--- config.mk ---
export PLATFORM = sky130hd
export DESIGN_NAME = uart_rx_cfg
export DESIGN_NICKNAME = d
export VERILOG_FILES = /design/src/rtl/uart_pkg.sv /design/src/rtl/uart_rx_sync.sv /design/src/rtl/uart_rx_cfg.sv
export SDC_FILE = /design/constraint.sdc
export NUM_CORES = 1
export LEC_CHECK = 0
export CAP_MARGIN = 10
export CORE_ASPECT_RATIO = 1.25
export CORE_MARGIN = 2
export CORE_UTILIZATION = 53
export DETAILED_ROUTE_END_ITERATION = 12
export GPL_TIMING_DRIVEN = 0
export PLACE_DENSITY_LB_ADDON = 0.08
export SYNTH_ARGS = -nofsm -noshare
export SYNTH_HDL_FRONTEND = slang
export SYNTH_SLANG_ARGS = --single-unit
--- constraint.sdc ---
create_clock -name clk -period 1.82 [get_ports clk]
set_input_delay 0.364 -clock clk [delete_from_list [all_inputs] [get_ports clk]]
set_output_delay 0.364 -clock clk [all_outputs]
set_load 0.05 [all_outputs]
--- src/rtl/uart_pkg.sv ---
// ---------------------------------------------------------------------------
// uart_pkg
// Shared definitions for the configurable UART blocks.
//
// Contents:
//   calc_cycle / calc_half : clocks-per-bit and mid-bit offset from clock
//                            frequency (MHz) and baud rate
//   frame_cfg_t            : per-frame framing options (parity, stop bits)
//   rx_state_e             : receiver state encoding
//   odd_parity             : parity bit value that makes the frame odd
// ---------------------------------------------------------------------------
package uart_pkg;

  // Clocks per bit. Computed in 64 bits so large clock rates cannot overflow
  // the intermediate product.
  function automatic int calc_cycle(input int clk_fre_mhz, input int baud_rate);
    longint prod;
    prod = longint'(clk_fre_mhz) * 64'sd1000000;
    return int'(prod / longint'(baud_rate));
  endfunction

  // Offset from the start-bit edge to the middle of the start bit.
  function automatic int calc_half(input int cycle);
    return cycle / 2;
  endfunction

  // Framing options, captured once per frame so that the host may change the
  // control inputs at any time without corrupting a frame on the wire.
  typedef struct packed {
    logic odd;   // 1: a parity bit follows data bit 7
    logic stop;  // 1: two stop bits, 0: one stop bit
  } frame_cfg_t;

  typedef enum logic [2:0] {
    RX_IDLE   = 3'd0,
    RX_START  = 3'd1,
    RX_DATA   = 3'd2,
    RX_PARITY = 3'd3,
    RX_STOP1  = 3'd4,
    RX_STOP2  = 3'd5,
    RX_BREAK  = 3'd6
  } rx_state_e;

  // Parity bit that gives an odd number of ones across data plus parity.
  function automatic logic odd_parity(input logic [7:0] data);
    return ~^data;
  endfunction

endpackage

--- src/rtl/uart_rx_sync.sv ---
// ---------------------------------------------------------------------------
// uart_rx_sync
// Two-flop synchronizer for an asynchronous line input, followed by a
// falling-edge detector on the synchronized value.
//
// Ports:
//   clk   in  : system clock
//   rst   in  : asynchronous active-high reset (line assumed at RESET_VAL)
//   din   in  : asynchronous line input
//   dout  out : synchronized line value
//   fall  out : one-cycle pulse when the synchronized line goes 1 -> 0
// ---------------------------------------------------------------------------
module uart_rx_sync #(
  parameter logic RESET_VAL = 1'b1
) (
  input  logic clk,
  input  logic rst,
  input  logic din,
  output logic dout,
  output logic fall
);

  logic [1:0] sync_q;
  logic [1:0] sync_d;
  logic       prev_q;
  logic       prev_d;

  always_comb begin
    sync_d = {sync_q[0], din};
    prev_d = sync_q[1];
  end

  // Reset to the idle line level so that leaving reset never looks like an
  // edge.
  always_ff @(posedge clk or posedge rst) begin
    if (rst) begin
      sync_q <= {2{RESET_VAL}};
      prev_q <= RESET_VAL;
    end else begin
      sync_q <= sync_d;
      prev_q <= prev_d;
    end
  end

  assign dout = sync_q[1];
  assign fall = prev_q & ~sync_q[1];

endmodule

--- src/rtl/uart_rx_cfg.sv ---
// ---------------------------------------------------------------------------
// uart_rx_cfg
// Configurable UART receiver: 8 data bits LSB first, optional odd parity,
// one or two stop bits. Framing options are captured at the start edge of
// each frame.
//
// Parameters:
//   CLK_FRE    : system clock in MHz
//   BAUD_RATE  : line rate in baud (CLK_FRE*1e6/BAUD_RATE must be 4..65535)
//
// Ports:
//   clk         in     : system clock
//   rst         in     : asynchronous active-high reset
//   enable_ctrl in     : 0 = receiver enabled, 1 = disabled (checked in IDLE)
//   odd_ctrl    in     : 1 = frame carries a parity bit
//   stop_ctrl   in     : 1 = two stop bits
//   rxd         in     : serial line, idles high, asynchronous to clk
//   rx_data     out[8] : last received byte, held until the next frame
//   rx_valid    out    : one-cycle pulse when a frame completes
//   parity_err  out    : parity status of the last frame (0 if no parity)
//   frame_err   out    : a stop bit of the last frame was sampled low
//   busy        out    : receiver is not in IDLE
// ---------------------------------------------------------------------------
module uart_rx_cfg
  import uart_pkg::*;
#(
  parameter int CLK_FRE   = 50,
  parameter int BAUD_RATE = 9600
) (
  input  logic       clk,
  input  logic       rst,
  input  logic       enable_ctrl,
  input  logic       odd_ctrl,
  input  logic       stop_ctrl,
  input  logic       rxd,
  output logic [7:0] rx_data,
  output logic       rx_valid,
  output logic       parity_err,
  output logic       frame_err,
  output logic       busy
);

  localparam int CYCLE = calc_cycle(CLK_FRE, BAUD_RATE);
  localparam int HALF  = calc_half(CYCLE);

  localparam logic [15:0] CYCLE_T = 16'(CYCLE);
  localparam logic [15:0] HALF_T  = 16'(HALF);

  // -------------------------------------------------------------------------
  // Line synchronizer
  // -------------------------------------------------------------------------
  logic rxd_s;
  logic rxd_fall;

  uart_rx_sync #(
    .RESET_VAL(1'b1)
  ) u_sync (
    .clk  (clk),
    .rst  (rst),
    .din  (rxd),
    .dout (rxd_s),
    .fall (rxd_fall)
  );

  // -------------------------------------------------------------------------
  // State
  // -------------------------------------------------------------------------
  rx_state_e  state_q,      state_d;
  logic [15:0] timer_q,     timer_d;
  logic [2:0]  idx_q,       idx_d;
  logic [7:0]  shift_q,     shift_d;
  frame_cfg_t  cfg_q,       cfg_d;
  logic        perr_pend_q, perr_pend_d;  // parity result awaiting completion
  logic        ferr_pend_q, ferr_pend_d;  // first-stop result when two stops

  logic [7:0]  rx_data_q,    rx_data_d;
  logic        rx_valid_q,   rx_valid_d;
  logic        parity_err_q, parity_err_d;
  logic        frame_err_q,  frame_err_d;
  logic        busy_q,       busy_d;

  // Per-cycle helpers
  logic sample_bit;   // the bit timer reached a full-bit sample point
  logic finish;       // final stop bit sampled this cycle
  logic ferr_now;     // frame error of the frame finishing this cycle

  always_comb begin
    state_d      = state_q;
    timer_d      = timer_q + 16'd1;
    idx_d        = idx_q;
    shift_d      = shift_q;
    cfg_d        = cfg_q;
    perr_pend_d  = perr_pend_q;
    ferr_pend_d  = ferr_pend_q;
    rx_data_d    = rx_data_q;
    rx_valid_d   = 1'b0;
    parity_err_d = parity_err_q;
    frame_err_d  = frame_err_q;
    finish       = 1'b0;
    ferr_now     = 1'b0;
    sample_bit   = (timer_q == CYCLE_T);

    unique case (state_q)
      RX_IDLE: begin
        timer_d = '0;
        if (rxd_fall && !enable_ctrl) begin
          cfg_d   = '{odd: odd_ctrl, stop: stop_ctrl};
          state_d = RX_START;
        end
      end

      RX_START: begin
        // Mid-start-bit check rejects short low glitches on an idle line.
        if (timer_q == HALF_T) begin
          if (!rxd_s) begin
            state_d     = RX_DATA;
            idx_d       = 3'd0;
            perr_pend_d = 1'b0;
            ferr_pend_d = 1'b0;
          end else begin
            state_d = RX_IDLE;
          end
        end
      end

      RX_DATA: begin
        if (sample_bit) begin
          shift_d[idx_q] = rxd_s;
          // Restart the timer for every bit, not only on state changes, so
          // consecutive data bits keep the CYCLE+1 sample spacing.
          timer_d = '0;
          if (idx_q == 3'd7) begin
            state_d = cfg_q.odd ? RX_PARITY : RX_STOP1;
          end else begin
            idx_d = idx_q + 3'd1;
          end
        end
      end

      RX_PARITY: begin
        if (sample_bit) begin
          perr_pend_d = (rxd_s != odd_parity(shift_q));
          state_d     = RX_STOP1;
        end
      end

      RX_STOP1: begin
        if (sample_bit) begin
          if (cfg_q.stop) begin
            ferr_pend_d = ~rxd_s;
            state_d     = RX_STOP2;
          end else begin
            ferr_now = ~rxd_s;
            finish   = 1'b1;
          end
        end
      end

      RX_STOP2: begin
        if (sample_bit) begin
          ferr_now = ferr_pend_q | ~rxd_s;
          finish   = 1'b1;
        end
      end

      RX_BREAK: begin
        // A line held low after a bad stop bit must not be taken as a new
        // start bit; wait for it to return to idle first.
        if (rxd_s) begin
          state_d = RX_IDLE;
        end
      end

      default: begin
        state_d = RX_IDLE;
      end
    endcase

    if (finish) begin
      rx_data_d    = shift_q;
      rx_valid_d   = 1'b1;
      parity_err_d = cfg_q.odd & perr_pend_q;
      frame_err_d  = ferr_now;
      state_d      = ferr_now ? RX_BREAK : RX_IDLE;
    end

    if (state_d != state_q) begin
      timer_d = '0;
    end

    busy_d = (state_d != RX_IDLE);
  end

  always_ff @(posedge clk or posedge rst) begin
    if (rst) begin
      state_q      <= RX_IDLE;
      timer_q      <= '0;
      idx_q        <= '0;
      shift_q      <= '0;
      cfg_q        <= '0;
      perr_pend_q  <= 1'b0;
      ferr_pend_q  <= 1'b0;
      rx_data_q    <= '0;
      rx_valid_q   <= 1'b0;
      parity_err_q <= 1'b0;
      frame_err_q  <= 1'b0;
      busy_q       <= 1'b0;
    end else begin
      state_q      <= state_d;
      timer_q      <= timer_d;
      idx_q        <= idx_d;
      shift_q      <= shift_d;
      cfg_q        <= cfg_d;
      perr_pend_q  <= perr_pend_d;
      ferr_pend_q  <= ferr_pend_d;
      rx_data_q    <= rx_data_d;
      rx_valid_q   <= rx_valid_d;
      parity_err_q <= parity_err_d;
      frame_err_q  <= frame_err_d;
      busy_q       <= busy_d;
    end
  end

  assign rx_data    = rx_data_q;
  assign rx_valid   = rx_valid_q;
  assign parity_err = parity_err_q;
  assign frame_err  = frame_err_q;
  assign busy       = busy_q;

endmodule
==> impl_metrics.tcl, run 1 <==
set metrics [dict create \
    hpwlAfterDp_um 3540 \
    rr_worst_depth 9 \
    finClkSkew_ps 13.1 \
    hp-class "input port to async pin" \
    grt_usage_pct 20.9 \
    yosys-top-cells-count "58 x nand2_1, 46 x dfrtp_1, 21 x nor2_1" \
    async_reset_ff_share_pct 100 \
    p_int_w 0.00139 \
    drt-total-wl_um 5220 \
    dp_cells 347 \
    wl_per_cell_um 14.3 \
    utilization_pct 67.5 \
    violations "negative setup slack" \
    maxCapViolations 0 \
    die_y_um 81.6 \
    crit_type "flip-flop to flip-flop" \
    status "complete, but fails checks" \
    post_drt_via_cell_ratio 5.40 \
    yosysMostFrequentCell "nand2_1" \
    critPathArrivalTime_ps 2240 \
    h-tree-depth 2 \
    n_antenna_cell 0 \
    ios 18 \
    yosys.area.top_type "dfrtp_1" \
    r2r-end "timer_q[10]$_DFF_PP0_" \
    cp-start-kind "flip-flop" \
    ys.flop_type "dfrtp_1" \
    grt_max_degree 33 \
    cts.sinks 49 \
    synth_area_per_cell_um2 9.49 \
    num_vias 1977 \
    drive_gt1_share_pct 24.8 \
    core_um2 4690 \
    cp_max_fo 8 \
    synth_nets 279 \
    pwr-share-comb_pct 2.8 \
    p_sw_share_pct 22.2 \
    instances_no_fill 366 \
    synth_top_cell_area_share_pct 45.1 \
    synth.area.top_cells "dfrtp_1 45%, nand2_1 8.5%, xor2_1 4.1%" \
    grt_pass1_wl_um 8780 \
    synth_edf_count 0 \
    rr_startpoint "timer_q[0]$_DFF_PP0_" \
    grt_pass1_vias 1910 \
    die_area_um2 5390 \
    first_pass_iters 4 \
    cts.hold.buffers_added 0 \
    crit_required_ps 2000 \
    clkTransAtPathRegs_ps 90 \
    switching_power_w 0.000396 \
    cts_made_buffers 5 \
    setup_viol 40 \
    drtAntennaViolNets 0 \
    setup_ws_ps -235 \
    placed_area_um2 2830 \
    gp_congestion 0.865 \
    cts_root_buffer "clkbuf_8" \
    overflow 0 \
    rsz0062_at_grt "yes" \
    antenna_found_initial 0 \
    hold_viol 0 \
    final_area_um2 3170 \
    area_growth_syn_to_layout_pct 24.2 \
    power_density_nw_per_um2 562 \
    ys_warn_count 0 \
    finalCritPeriodShare_pct 113 \
    max_freq_mhz 487 \
    power_frac_clock_pct 35.7 \
    drc 0 \
    ir_drop_v 0.000387 \
    ys_ff_latch 49 \
    die_w_um 66.1 \
    whs_ps 363 \
    io_buffers 17 \
    ff2ff_setup_slack_ps -230 \
    synthCells 269 \
    p_seq_share_pct 61.4 \
    max_slew_margin_pct 66.6 \
    initial_core_util_pct 54.4 \
    num_rows 28 \
    ys_seq_area_share_pct 48.2 \
    clockBufferDepth 2 \
    maxSlewViolCount 0 \
    fin_crit_ps 2050 \
    drt_iter0_drc 98 \
    yosysUniqueCellTypes 51 \
    p_leak_nw 1.49 \
    insertion_delay_ps 300 \
    crit_path_end_kind "flip-flop" \
    tritoncts "yes" \
    nets 315 \
    worst_pin_slew_ps 501 \
    syn-cell-area_um2 2550 \
]
[how the worst max path moves through the flow]
stage / slack [ps] / to / cells past startpoint / startpoint
final: -230 / timer_q[10]$_DFF_PP0_ / 9 / timer_q[0]$_DFF_PP0_
after global routing: -370 / timer_q[10]$_DFF_PP0_ / 9 / timer_q[1]$_DFF_PP0_
after CTS: -210 / busy$_DFF_PP0_ / 8 / timer_q[1]$_DFF_PP0_
after detailed placement: -380 / timer_q[5]$_DFF_PP0_ / 7 / enable_ctrl
after global placement: -640 / timer_q[0]$_DFF_PP0_ / 2 / rst
after floorplan: -70 / busy$_DFF_PP0_ / 8 / timer_q[0]$_DFF_PP0_
[power groups by stage]
stage	combinational (W)	sequential [W]	clock (W)
CTS	0.0000517	0.00110	0.000660
global route	0.0000578	0.00110	0.000705
global placement	0.0000440	0.00112	0
finish	0.0000507	0.00110	0.000637
detailed placement	0.0000503	0.00112	0
floorplan	0.0000248	0.00112	0
[repair_timing]
action | in CTS | in global routing
endpoints found under the setup margin | 50 | 46
pin swaps | 19 | 13
buffers inserted | 8 | 3
resized for setup | 39 | 31
[cells by family after synthesis]
family          after synthesis  share of synthesized area (%)
flops                        49                           48.2
fa+ha+maj                     4                           1.96
xor+xnor                     22                           7.55
mux                           3                           1.27
compound gates               37                           9.21
simple gates                137                           28.9
buf+inv                      17                           2.94
[stage by stage]
step | TNS [ps] | worst slack (ps) | total power, W
after detailed placement | -9090 | -384 | 0.00117
final | -5170 | -235 | 0.00178
after global placement | -38900 | -645 | 0.00116
after floorplan | -580 | -72.4 | 0.00114
after CTS | -4620 | -214 | 0.00181
after global routing | -10720 | -373 | 0.00186
[critical path, stage by stage, from the launching register on]
cell and delay, ps:
dfrtp_1 410, inv_2 80, ha_4 120, nor4b_4 260
nand4_2 190, or3_1 370, buf_6 160, nand3_4 60
nand4b_4 210, nor2_1 70
[flip-flops by register name, summed over array words and instances, names as in the netlist]
name / count
busy: 1
cfg_q: 2
ferr_pend_q: 1
frame_err: 1
idx_q: 3
parity_err: 1
perr_pend_q: 1
rx_data: 8
rx_valid: 1
shift_q: 8
state_q: 3
timer_q: 16
u_sync.prev_q: 1
u_sync.sync_q: 2
[cells in the final DEF, fill, tap and decap left out, types with 8 or more instances in the layout]
cell            n
nand2_1        54
dfrtp_1        46
xor2_1         12
nor2_1         11
o21ai_1        11
nand3_1        10
xnor2_1        10
nor2_2          9
o21ai_0         8
buf_4           8
dlygate4sd2_1   8
[layer usage]
metal  up-vias  track usage (%)  share of wire (%)
li1        992                -                  -
met1       933             25.1                 42
met2        42             38.3                 53
met3        10             3.70                3.9
met4         0             5.51                1.8
met5         -                0                  0
[cell type report]
type | count | area [um^2]
fill | 395 | 1520
multi-input combinational | 203 | 1400
sequential | 49 | 1230
timing repair buffer | 29 | 289
tap | 60 | 75.1
clock buffer | 6 | 72.6
buffer | 9 | 61.3
inverter | 8 | 30.0
clock inverter | 2 | 13.8
Power figures use the tool's default switching activity.
==> inputs of run 2 (changes only) <==
--- a/config.mk
+++ b/config.mk
@@ -7,7 +7,6 @@
 export LEC_CHECK = 0
 export CAP_MARGIN = 10
 export CORE_ASPECT_RATIO = 1.25
-export CORE_MARGIN = 2
 export CORE_UTILIZATION = 53
 export DETAILED_ROUTE_END_ITERATION = 12
 export GPL_TIMING_DRIVEN = 0
==> run 2 against run 1 <==
The run still ends with negative setup slack left. Cell area is 2.0% higher. Worst hold slack better by 5.2 ps. Sequential share of layout area is 0.75 points lower. Count of clock-buffer cells in the layout is 1 lower. Die area is 5.4% lower. Critical path depth stayed put. Global-route usage is 2.6 points higher. Power is 5.7% higher. Core utilization is 3.9 points higher. Register-to-register slack hardly changed. Largest cell class unchanged. Highest routed layer unchanged.
==> impl_metrics.tcl, run 2 (synthesized netlist as in run 1, its figures left out) <==
set metrics [dict create \
    hp-class "input port to async pin" \
    maxCapViolations 0 \
    rr_startpoint "timer_q[0]$_DFF_PP0_" \
    area_growth_syn_to_layout_pct 26.6 \
    rsz0062_at_grt "yes" \
    post-place-ws_ps -374 \
    drc 0 \
    finClkSkew_ps 5.40 \
    tritoncts "yes" \
    n_antenna_cell 0 \
    max_slew_margin_pct 66.7 \
    setup_viol 35 \
    dp_cells 345 \
    insertion_delay_ps 300 \
    num_vias 2029 \
    die_area_um2 5100 \
    p_sw_share_pct 19.8 \
    top_register "timer_q" \
    critPathArrivalTime_ps 2290 \
    grt_pass1_wl_um 9090 \
    hold_viol 0 \
    switching_power_w 0.000372 \
    setup_ws_ps -248 \
    cts.sinks 49 \
    drive_gt1_share_pct 24.8 \
    nets 316 \
    final_cell_mix "54 x nand2_1, 46 x dfrtp_1, 15 x nor2_1, 12 x o21ai_1, 12 x xor2_1" \
    crit_type "flip-flop to flip-flop" \
    max_freq_mhz 484 \
    finalCritPeriodShare_pct 114 \
    largest_register_ff_count 16 \
    h-tree-depth 2 \
    r2r-end "ferr_pend_q$_DFFE_PP0P_" \
    crit_required_ps 2050 \
    cp_max_fo 4 \
    die_y_um 79.6 \
    antenna_found_initial 0 \
    gp_congestion 0.862 \
    ir_drop_v 0.000373 \
    ff2ff_setup_slack_ps -250 \
    clkTransAtPathRegs_ps 80 \
    power_frac_clock_pct 39.1 \
    grt_pass1_vias 1975 \
    clockBufferDepth 2 \
    instances_no_fill 364 \
    p_int_w 0.00151 \
    hpwlAfterDp_um 3730 \
    rr_worst_depth 9 \
    worst_pin_slew_ps 499 \
    maxSlewViolCount 0 \
    p_leak_nw 1.55 \
    io_buffers 17 \
    drt_iter0_drc 72 \
    cts_made_buffers 5 \
    core_um2 4530 \
    final_common_cell "nand2_1" \
    wl_per_cell_um 15.0 \
    first_pass_iters 5 \
    cp-start-kind "flip-flop" \
    power_density_nw_per_um2 583 \
    die_w_um 64.1 \
    num_rows 27 \
    drt-total-wl_um 5450 \
    drtAntennaViolNets 0 \
    initial_core_util_pct 56.4 \
    violations "negative setup slack" \
    cts_root_buffer "clkbuf_8" \
    fin_crit_ps 2070 \
    p_seq_share_pct 58.2 \
    ios 18 \
    status "complete, but fails checks" \
    grt_max_degree 34 \
    grt_usage_pct 23.5 \
    overflow 0 \
    post_drt_via_cell_ratio 5.57 \
    pwr-share-comb_pct 2.7 \
    crit_path_end_kind "flip-flop" \
]
-- run 2: changes by cell type in the layout (fill, tap and decap cells not counted), moves of 2 or more --
cell	previous run	this run
nor2_1	11	15
dlygate4sd2_1	8	4
nor3_2	1	3
nor2_4	2	4
nor2_2	9	3
dlymetal6s2s_1	3	7
nor3_1	6	4
-- run 2: metal layers --
| metal | track usage (%) | routed length, um |
|---|---|---|
| met1 | 25.8 | 2150 |
| met2 | 43.9 | 3010 |
| met3 | 4.86 | 164 |
| met4 | 8.86 | 122 |
| met5 | 0 | 0 |
-- run 2: through the flow --
step	hold WS (ps)	TNS (ps)	power [W]	instance area [um^2]	util, %
5_1_grt	382	-8610	0.00194	3230	71.4
3_5_place_dp	362	-9720	0.00117	2830	62.4
2_1_floorplan	345	-580	0.00114	2560	-
3_3_place_gp	346	-39240	0.00116	2810	62.0
4_1_cts	376	-4330	0.00190	3100	68.5
6_report	368	-3930	0.00188	3230	71.4
-- run 2: how the worst max path moves through the flow --
stage                                    to  cells past startpoint                 start  slack, ps
finish              ferr_pend_q$_DFFE_PP0P_                      9  timer_q[0]$_DFF_PP0_       -250
global route        ferr_pend_q$_DFFE_PP0P_                      9  timer_q[0]$_DFF_PP0_       -360
global placement       timer_q[0]$_DFF_PP0_                      2                   rst       -650
detailed placement   shift_q[6]$_DFFE_PP0P_                      9  timer_q[0]$_DFF_PP0_       -370
CTS                 ferr_pend_q$_DFFE_PP0P_                      9  timer_q[1]$_DFF_PP0_       -230
floorplan                    busy$_DFF_PP0_                      8  timer_q[0]$_DFF_PP0_        -70
-- run 2: repair_timing --
action	4_1_cts	5_1_grt
hold buffers	0	0
resized for setup	38	37
pin swaps	39	10
setup endpoints to repair	48	50
setup buffers	9	3
-- run 2: cell type report --
class	count	area [um^2]
multi-input cells	203	1420
fillers	364	1290
flip-flops and latches	49	1230
repair buffers	30	313
well taps	58	72.6
clock buffers	5	68.8
plain buffers	9	65.1
clock inverters	2	35.0
inverters	8	30.0
-- run 2: critical path, cell delays in order (launching register included) --
cell and delay, ps:
dfrtp_1 410, inv_2 80, ha_4 120, nor4b_4 270
nand4_2 180, or3_1 350, buf_6 150, a211oi_2 200
a21oi_1 90, o21ai_2 140
-- run 2: power groups by stage --
stage	clock, W	sequential [W]	combinational (W)
6_report	0.000736	0.00110	0.0000518
5_1_grt	0.000790	0.00110	0.0000583
4_1_cts	0.000756	0.00110	0.0000515
3_5_place_dp	0	0.00112	0.0000509
3_3_place_gp	0	0.00112	0.0000441
2_1_floorplan	0	0.00112	0.0000248
==> variant 1: new RTL, settings of run 2 <==
Change the parameter `CLK_FRE` from 50 to 32.
--- a/src/rtl/uart_rx_cfg.sv
+++ b/src/rtl/uart_rx_cfg.sv
@@ -25,5 +25,5 @@
   import uart_pkg::*;
 #(
-  parameter int CLK_FRE   = 50,
+  parameter int CLK_FRE   = 32,
   parameter int BAUD_RATE = 9600
 ) (
Check against the original RTL: same outputs for any inputs over 10 cycles, from zero or initial values and one cycle with rst high; that may be too few to reach the edited logic, so the function may still have changed.
==> variant 1 against run 2 <==
- the flow still finishes with violations (negative setup slack)
- via count rose by 11%
- worst setup slack got worse by 0.14 ns
- sequential cell count did not move
- count of clock-buffer cells in the layout rose by 1
- sequential share of layout area fell by 2.3 points
- total power fell by 5.8%
- wire length rose by 22%
- non-clock buffer count rose by 27
- synthesized area rose by 2.2%
- design area rose by 6.6%
- largest cell class unchanged
- largest power group unchanged
- highest routed layer unchanged
==> variant 1: results (changes against run 2) <==
[run_status] failing checks negative setup slack [unchanged]
[worst_setup_path] Crit Path Max Fanout 9 [was 4]
[sta] setup slack of the critical path after layout -0.387 ns [was -0.248 ns]
[worst_setup_path] Slowest Stage Delay on Critical Path 0.55 ns [was 0.41 ns]
[synth] Net Count, Synth 277 [was 279]
[global_route] GR met1 Demand/Resource 29.2% [was 25.8%]
[sta] post-route clock skew 0.00975 ns [was 0.00540 ns]
[route] number of DRC markers in iteration 0 143 [was 72]
[route] wire length on met2 3590 um [was 3010 um]
[route] via count 2258 [was 2029]
[synth] Cell variety after synth 49 [was 51]
[synth] main area contributors after synthesis sky130_fd_sc_hd__dfrtp_1, sky130_fd_sc_hd__nand2_1, sky130_fd_sc_hd__mux2_2 [was sky130_fd_sc_hd__dfrtp_1, sky130_fd_sc_hd__nand2_1, sky130_fd_sc_hd__xor2_1]
[synth] share of synthesized area spent on multiplexers 6.47% [was 1.27%]
[layout] number of standard cells in the layout, taps in and fillers out 387 [was 364]
[clock_network] Post-CTS Setup Bufs 27 [was 9]
[route] routed wirelength normalized by instance count 17.2 um [was 15.0 um]
[placement] final RePlAce weighted congestion 0.896 [was 0.862]
[global_route] GR met2 Demand/Resource 50.5% [was 43.9%]
[placement] placed instance count 344 [was 345]
[sta] number of setup violations in the final report 33 [was 35]
[placement] worst slack, placed -0.580 ns [was -0.374 ns]
[synth] synthesized-area fraction occupied by adder cells 2.40% [was 1.96%]
[synth] most instantiated cells after synthesis sky130_fd_sc_hd__dfrtp_1, sky130_fd_sc_hd__nand2_1, sky130_fd_sc_hd__nor2_1 [was sky130_fd_sc_hd__nand2_1, sky130_fd_sc_hd__dfrtp_1, sky130_fd_sc_hd__nor2_1]
[sta] Worst Hold Slack 0.350 ns [was 0.368 ns]
[sta] relative slew slack 66.6% [was 66.7%]
[global_route] global-route wire length before repair 10600 um [was 9090 um]
[placement] DP Wirelength 4070 um [was 3730 um]
[run_status] outcome finished with violations [unchanged]
[clock_network] number of gates given a new drive strength after cts 47 [was 38]
## variant 1: changes by cell type after synthesis, sizes merged, moves of 4 or more
| cell | run 2 | this run |
|---|---|---|
| nand2 | 58 | 37 |
| o21ai | 21 | 7 |
| mux2 | 2 | 12 |
| nor4 | 1 | 10 |
| o311ai | 0 | 6 |
| clkbuf | 3 | 8 |
| nor3b | 0 | 4 |
| o211ai | 4 | 0 |
| xnor2 | 10 | 14 |
| xor2 | 12 | 8 |
## variant 1: final cells by class
cell class / count / area [um^2]
multi-input combinational: 194 / 1450
buffer: 13 / 97.6
timing repair buffer: 53 / 467
sequential: 49 / 1230
clock inverter: 2 / 10.0
inverter: 10 / 40.0
tap: 60 / 75.1
clock buffer: 6 / 72.6
fill: 355 / 1280
## variant 1: where the power goes
part           switching (W)  internal (W)
clock network       0.000358      0.000267
registers         0.00000364       0.00109
logic              0.0000312     0.0000200
==> variant 2: new RTL, flow settings as in run 2 <==
Without the edit above. Register the output `parity_err` once more, cleared by the reset; this adds one clock of latency there. The other outputs are not delayed to match.
--- a/src/rtl/uart_rx_cfg.sv
+++ b/src/rtl/uart_rx_cfg.sv
@@ -224,5 +224,11 @@
   assign rx_data    = rx_data_q;
   assign rx_valid   = rx_valid_q;
-  assign parity_err = parity_err_q;
+  always_ff @(posedge clk or posedge rst) begin
+    if (rst) begin
+      parity_err <= '0;
+    end else begin
+      parity_err <= parity_err_q;
+    end
+  end
   assign frame_err  = frame_err_q;
   assign busy       = busy_q;
Formal check against the unedited RTL: no difference found for any inputs over 10 cycles, from zero or initial values and one cycle with rst high; that may be too few to reach the edited logic, so the function may still have changed.
==> variant 2 against run 2 <==
- the flow still finishes with violations (negative setup slack)
- wire length grew 17%
- worst setup slack got worse by 0.49 ns
- final cell count is 4.7% higher
- global-route usage increased by 1.1 points
- total power is 7.4% higher
- synthesized area up 4.6%
- design area grew 6.8%
- sequential cell count is 1 higher
- critical path type unchanged
- largest power group unchanged
- highest routed layer unchanged
==> variant 2: results (changes against run 2) <==
[run_status] outcome finished with violations [unchanged]
[run_status] failing checks negative setup slack [unchanged]
[power] share of power burned in registers 55.4% [was 58.2%]
[worst_setup_path] crit path DAT 2.77 ns [was 2.29 ns]
[clock_network] CTS clk-pin slew, worst paths 0.10 ns [was 0.08 ns]
[worst_setup_path] worst r2r dst shift_q[7] [was ferr_pend_q]
[global_route] global routing usage summed across all routing layers 24.7% [was 23.5%]
[route] Detailed Routing Iterations Pass 1 6 [was 5]
[synth] register area share after synthesis 47.0% [was 48.2%]
[sta] final total negative setup slack -27.65 ns [was -3.93 ns]
[sta] post-route clock skew 0.0153 ns [was 0.00540 ns]
[layout] layout cells sized above 1 25.5% [was 24.8%]
[sta] setup slack of the critical path after layout -0.736 ns [was -0.248 ns]
[worst_setup_path] Critical Path Slowest Stage Cell sky130_fd_sc_hd__or4b_4 [was sky130_fd_sc_hd__dfrtp_1]
[global_route] global-route wire length before repair 9890 um [was 9090 um]
[route] number of DRC markers in iteration 0 118 [was 72]
[placement] DP Wirelength 3850 um [was 3730 um]
[clock_network] clk_lat worst skew 0.32 ns [was 0.30 ns]
[placement] final RePlAce weighted congestion 0.917 [was 0.862]
[clock_network] number of gates given a new drive strength after cts 33 [was 38]
[worst_setup_path] Worst Reg2Reg Path Length in Cells 11 [was 9]
[sta] relative slew slack 52.5% [was 66.7%]
[sta] number of setup violations in the final report 44 [was 35]
[synth] main area contributors after synthesis sky130_fd_sc_hd__dfrtp_1, sky130_fd_sc_hd__nand2_1, sky130_fd_sc_hd__xnor2_1 [was sky130_fd_sc_hd__dfrtp_1, sky130_fd_sc_hd__nand2_1, sky130_fd_sc_hd__xor2_1]
[synth] Net Count, Synth 283 [was 279]
[worst_hold_path] class of the tightest hold or removal check reg -> reg [was in -> async]
[variant 2: cell types whose count changed after synthesis, sizes merged, moves of 6 or more]
cell | run 2 | this run
nand2 | 58 | 44
a211oi | 1 | 11
o21ai | 21 | 11
a21oi | 3 | 12
inv | 8 | 16
mux2 | 2 | 9
xnor2 | 10 | 17
xor2 | 12 | 5
nor4 | 1 | 7
[variant 2: area by class of cell]
class	count	area share, %
Clock buffer	6	2.39
Clock inverter	2	1.12
Sequential cell	50	36.4
Timing Repair Buffer	41	11.6
Inverter	16	1.74
Tap cell	60	2.17
Buffer	10	1.96
Multi-Input combinational cell	196	42.6
[variant 2: per-stage QoR]
stage / cell area, um^2 / instances / setup WS [ns] / power (W) / util (%)
after global routing: 3450 / 381 / -0.812 / 0.00209 / 71.9
after detailed placement: 2960 / 351 / -0.892 / 0.00119 / 61.6
after global placement: 2940 / 350 / -0.871 / 0.00119 / 61.2
after floorplan: 2690 / 273 / -0.690 / 0.00117 / -
final: 3450 / 381 / -0.736 / 0.00202 / 71.9
after CTS: 3330 / 378 / -0.736 / 0.00204 / 69.5
[variant 2: cells by family after synthesis]
| kind of cell | count (synthesis) | share of synthesized area (%) |
|---|---|---|
| muxes | 11 | 4.83 |
| and+or+nand+nor | 113 | 23.1 |
| AOI/OAI and AO/OA | 46 | 11.8 |
| xor gates and xnor gates | 22 | 7.22 |
| DFF | 50 | 47.0 |
| adders and majority gates | 4 | 1.87 |
| buffers and inverters | 27 | 4.22 |
[variant 2: layer usage]
metal  wire (um)  global-route usage (%)  up-vias
met5           0                       0        -
met4         217                    12.6        0
met3         205                    5.48       19
met2        3230                    41.2       45
met1        2720                    29.6     1043
li1            -                       -     1047
